[src/rtl/sd_cmd_sequencer.sv]
// SD SPI command sequencer: frames a 6-byte command, sends it through the byte transmitter, then collects 1-5 response bytes.
// Each engine gets a one-cycle strobe and the engine's done flag is waited on; a stalled response byte is aborted after TIMEOUT_CYCLES.
module sd_cmd_sequencer #(
   parameter int TIMEOUT_CYCLES = 65535
) (
   input  logic        clk,
   input  logic        reset,
   input  logic        start,
   input  logic [5:0]  cmd_index,
   input  logic [31:0] cmd_arg,
   input  logic [6:0]  cmd_crc,
   input  logic [2:0]  resp_bytes,
   output logic        busy,
   output logic        done,
   output logic        timeout,
   output logic [39:0] resp,
   output logic        cs_n,
   output logic        tx_en,
   output logic [7:0]  tx_data,
   input  logic        tx_done,
   output logic        rx_en,
   output logic        rx_reset,
   input  logic [7:0]  rx_data,
   input  logic        rx_done
);

   localparam int TW = $clog2(TIMEOUT_CYCLES + 1);
   localparam logic [TW-1:0] TLAST = TW'(TIMEOUT_CYCLES - 1);

   typedef enum logic [2:0] {
      IDLE,
      TX_PULSE,
      TX_WAIT,
      RX_PULSE,
      RX_WAIT,
      FINISH
   } state_t;

   state_t        state;
   logic [39:0]   frame_rest;
   logic [2:0]    idx;
   logic [2:0]    rx_len;
   logic [2:0]    rx_cnt;
   logic [TW-1:0] tcnt;
   logic [2:0]    len_clamped;

   always_comb begin
      len_clamped = resp_bytes;
      if (resp_bytes == 3'd0)
         len_clamped = 3'd1;
      else if (resp_bytes > 3'd5)
         len_clamped = 3'd5;
   end

   // tcnt holds the number of cycles elapsed since the current rx_en strobe
   always_ff @(posedge clk or negedge reset) begin
      if (!reset) begin
         state      <= IDLE;
         frame_rest <= '0;
         idx        <= '0;
         rx_len     <= '0;
         rx_cnt     <= '0;
         tcnt       <= '0;
         busy       <= 1'b0;
         done       <= 1'b0;
         timeout    <= 1'b0;
         resp       <= '0;
         cs_n       <= 1'b1;
         tx_en      <= 1'b0;
         tx_data    <= '0;
         rx_en      <= 1'b0;
         rx_reset   <= 1'b0;
      end else begin
         tx_en    <= 1'b0;
         rx_en    <= 1'b0;
         rx_reset <= 1'b0;
         done     <= 1'b0;
         case (state)
            IDLE: begin
               if (start) begin
                  frame_rest <= {cmd_arg, cmd_crc, 1'b1};
                  rx_len     <= len_clamped;
                  idx        <= '0;
                  rx_cnt     <= '0;
                  resp       <= '0;
                  timeout    <= 1'b0;
                  busy       <= 1'b1;
                  cs_n       <= 1'b0;
                  tx_en      <= 1'b1;
                  tx_data    <= {2'b01, cmd_index};
                  state      <= TX_PULSE;
               end
            end
            TX_PULSE: state <= TX_WAIT;
            TX_WAIT: begin
               if (tx_done) begin
                  if (idx == 3'd5) begin
                     rx_en <= 1'b1;
                     tcnt  <= '0;
                     state <= RX_PULSE;
                  end else begin
                     idx        <= idx + 3'd1;
                     tx_en      <= 1'b1;
                     tx_data    <= frame_rest[39:32];
                     frame_rest <= {frame_rest[31:0], 8'h00};
                     state      <= TX_PULSE;
                  end
               end
            end
            RX_PULSE: begin
               tcnt  <= tcnt + 1'b1;
               state <= RX_WAIT;
            end
            RX_WAIT: begin
               tcnt <= tcnt + 1'b1;
               // a byte landing in the last allowed cycle is still taken
               if (rx_done) begin
                  resp   <= {resp[31:0], rx_data};
                  rx_cnt <= rx_cnt + 3'd1;
                  if (rx_cnt + 3'd1 == rx_len) begin
                     done  <= 1'b1;
                     cs_n  <= 1'b1;
                     state <= FINISH;
                  end else begin
                     rx_en <= 1'b1;
                     tcnt  <= '0;
                     state <= RX_PULSE;
                  end
               end else if (tcnt == TLAST) begin
                  rx_reset <= 1'b1;
                  timeout  <= 1'b1;
                  done     <= 1'b1;
                  cs_n     <= 1'b1;
                  state    <= FINISH;
               end
            end
            FINISH: begin
               busy  <= 1'b0;
               state <= IDLE;
            end
            default: state <= IDLE;
         endcase
      end
   end

endmodule
[config.mk]
export PLATFORM = sky130hd
export DESIGN_NAME = sd_cmd_sequencer
export DESIGN_NICKNAME = d
export VERILOG_FILES = /design/src/rtl/sd_cmd_sequencer.sv
export SDC_FILE = /design/constraint.sdc
export NUM_CORES = 1
export LEC_CHECK = 0
export ABC_CLOCK_PERIOD_IN_PS = 3350
export BUFFER_PORTS_ARGS = -buffer_cell sky130_fd_sc_hd__buf_2
export CAP_MARGIN = 40
export CORE_MARGIN = 10
export CORE_UTILIZATION = 46
export DETAILED_ROUTE_END_ITERATION = 8
export GPL_TIMING_DRIVEN = 0
export PLACE_DENSITY = 0.76
export SLEW_MARGIN = 10
export SYNTH_ARGS = -nofsm -noshare
export SYNTH_HDL_FRONTEND = slang
export SYNTH_SLANG_ARGS = --single-unit
[constraint.sdc]
create_clock -name clk -period 3.35 [get_ports clk]
set_clock_uncertainty 0.05 [all_clocks]
set_input_delay 0 -clock clk [delete_from_list [all_inputs] [get_ports clk]]
set_output_delay 0 -clock clk [all_outputs]
set_load 0.005 [all_outputs]
==> summary.txt <==
Setup path
  – Worst setup path endpoint: rx_len[0]
  – Setup crit start kind: flip-flop
  – Worst path max stage delay: ~0.57 ns
  – Cell repeated most along the worst path: buf_2
  – CP max FO: 10
  – Critical path, cell by cell: buf_2 > nor2_1 > and3_1 > clkbuf_1 > buf_2 > o21ai_0 > dlygate4sd3_1 > nand2_1
  – CP Launch Point: state[0]
  – Reg2reg setup slack: between 0.9 and 1 ns
  – Crit Path Category: reg2reg
  – Critical Path AT: 2.69 ns
  – Worst r2r path cells: 8
  – Req. time, crit path: approximately 3.7 ns
  – Crit-path slowest cell: dlygate4sd3_1
  – Critical Path End Type: flip-flop
  – Worst r2r src: state[0]
  – Critical R2R Capture: rx_len[0]

Placed design
  – Area post-placement: a little over 6000 sq um
  – GPL Wtd Cong: just over 0.8
  – Number of I/O port buffers: 115
  – HPWL after DPL: roughly 9400 um
  – DP Worst Slack: between 1 and 1.5 ns
  – Post-Place Cells: between 700 and 800

Clocking
  – Post-CTS setup buffers: 0
  – TritonCTS clock tree: yes
  – # clock sinks: around 120
  – Htree depth: 4
  – Root Buffer: clkbuf_16
  – Cts repair resizes: 0
  – Worst-Skew Late Latency: between 0.4 and 0.5 ns
  – Hold Buf Count CTS: between 60 and 70
  – Max Buffers Root-to-Sink: 2
  – Reg clk slew, reported paths: about 0.050 ns
  – CTS buffer count: 17

Global route
  – Vias in the first global route: about 4600
  – First-pass GRT wire length: 23190 um
  – Total Routing Usage GR: 0.1778
  – GRT Residual Overflow: 0
  – Largest net degree at the start of global routing: 89
  – Initial antenna violation count: 1

Synthesis
  – Mean Syn Cell Area: around 12 sq um
  – Synth Register Bits: ~120
  – Post-synthesis sequential area ratio: 0.5830
  – Ys Warns: 0
  – Synthesized area: ~5300 sq um
  – Cell count after synthesis: ~460
  – Most used DFF post-synth: dfrtp_1
  – Ys async rst share: 1.000
  – Post-synth EDFFs: 0
  – Synth unique cells: 46
  – Synthesized net count: 522

Power
  – Max rail drop VDD: ~0.44 mV
  – Pwr dens: 809.1 nW/um^2
  – Tot Pwr: approximately 5.9 mW
  – Static leakage: between 3 and 4 nW

Timing
  – Fin crit share: 0.7125
  – Final Hold Vio Count: 0
  – Worst hold slack: between 0.2 and 0.3 ns
  – Slew @ Worst Pin: about 0.67 ns
  – Setup ws final: 0.9633 ns
  – TNS Setup: 0 ns
  – Min Clock Period, post-route: approximately 2.4 ns
  – Final setup violation count: 0
  – Slew Viols, Final: 0
  – RSZ-0062 raised after global routing: false
  – Max-slew headroom: 0.5520
  – Fmax: roughly 420 MHz

Status
  – Run status: complete, no violations

Routing
  – Via/cell ratio: 5.277
  – Final WL: ~14000 um
  – Drt first-iter violations: 220
  – Drt pass-1 iters: 4
  – Routed WL per cell: about 17 um
  – Vias post-DR: about 4300
  – Post-DRT Antenna Nets: 0
  – Drt drc: 0

Die
  – Die area: ~16000 sq um
  – Starting Density: 0.4665
  – Site Rows: 39
  – Die width: 127.2 um
  – Die H: 127.2 um
  – I/O Pins: 116
  – Total core area: about 11000 sq um

Finish
  – Layout Utilization: 0.6443
  – Layout net count: between 700 and 800
  – Share of cells above drive strength 1: 0.2710
  – Fin area: ~7300 sq um
  – Area growth from synthesis to layout: 38.12%
  – Final cell count without fillers: 812

Flow run
  – Max-cap violations: 0

Hold path
  – Hold/Removal Path Class: in2reg
==> cell usage after synthesis, types with 3 or more instances <==
cell / count / area (sq um)
nand4_1: 11 / 68.82
xor2_1: 11 / 96.34
buf_2: 17 / 85.08
nor2_1: 22 / 82.58
o21ai_1: 40 / 200.2
xnor2_1: 7 / 61.31
mux2i_1: 38 / 380.4
nand3_1: 6 / 30.03
o21ai_0: 7 / 35.03
nor2_2: 3 / 18.77
clkbuf_1: 5 / 18.77
and3_1: 5 / 31.28
dfrtp_1: 122 / 3053
buf_1: 3 / 11.26
a22o_1: 49 / 429.2
inv_1: 8 / 30.03
a21oi_1: 4 / 20.02
nand2_1: 60 / 225.2
ha_1: 5 / 62.56
==> cells in the final DEF, fill, tap and decap left out, drive strengths merged, types with 3 or more instances in the layout <==
cell type / count
a21oi: 4
a22o: 49
and3: 5
buf: 140
clkbuf: 29
clkinv: 6
dfrtp: 122
dlygate4sd3: 64
ha: 5
inv: 9
mux2i: 38
nand2: 60
nand3: 7
nand4: 11
nor2: 25
nor3: 3
nor4: 4
o21ai: 47
xnor2: 7
xor2: 11
==> flip-flops by register name, indices dropped and copies added (netlist names), 3 cells and up <==
name and cells:
tx_data 8, tcnt 16, rx_len 3, state 3
frame_rest 40, rx_cnt 3, resp 40, idx 3
==> per-layer routing <==
metal  vias to the layer above  track usage  part of all wire
li1                       2029            -                 -
met5                         -            0                 0
met2                       119       0.2901              0.51
met3                        35      0.05542             0.054
met4                         0      0.09377             0.032
met1                      2102       0.2059              0.41
==> worst max-delay path: cells and delay by family, from the launching register on <==
kind / cells / cell delay (ns)
compound gates: 1 / 0.12
flops: 1 / 0.35
buf+inv: 4 / 1.28
simple gates: 3 / 0.52
==> area by class of cell <==
cell class	instances	area, sq um
diodes	1	2.502
plain buffers	29	152.6
clock buffers	24	491.7
clock inverters	8	90.09
fillers	890	4026
inverters	9	33.78
multi-input cells	295	2016
flip-flops and latches	123	3079
well taps	143	178.9
repair buffers	180	1250
==> worst min path at each step <==
| stage | start | to | cells after the start |
|---|---|---|---|
| global placement | rx_data[7] | resp[7] | 2 |
| global route | cmd_crc[5] | frame_rest[6] | 3 |
| detailed placement | reset | frame_rest[10] | 1 |
| floorplan | reset | busy | 0 |
| CTS | cmd_crc[5] | frame_rest[6] | 3 |
| finish | cmd_crc[1] | frame_rest[2] | 3 |
==> where the power goes <==
group	internal (mW)	total, mW	switching [mW]	leakage [nW]
sequential	1.94	2.26	0.315	1.61
combinational	0.794	1.87	1.07	1.72
clock	1.16	1.78	0.614	0.294
total	3.90	5.90	2.00	3.62
==> logic make-up after synthesis <==
group / after synthesis / synth area share
AOI/OAI and AO/OA: 111 / 0.1481
xor gates and xnor gates: 19 / 0.03411
adders and majority gates: 5 / 0.01185
buffers and inverters: 38 / 0.03530
DFF: 123 / 0.5830
muxes: 38 / 0.07202
and+or+nand+nor: 122 / 0.1156
Power figures use the tool's default switching activity.
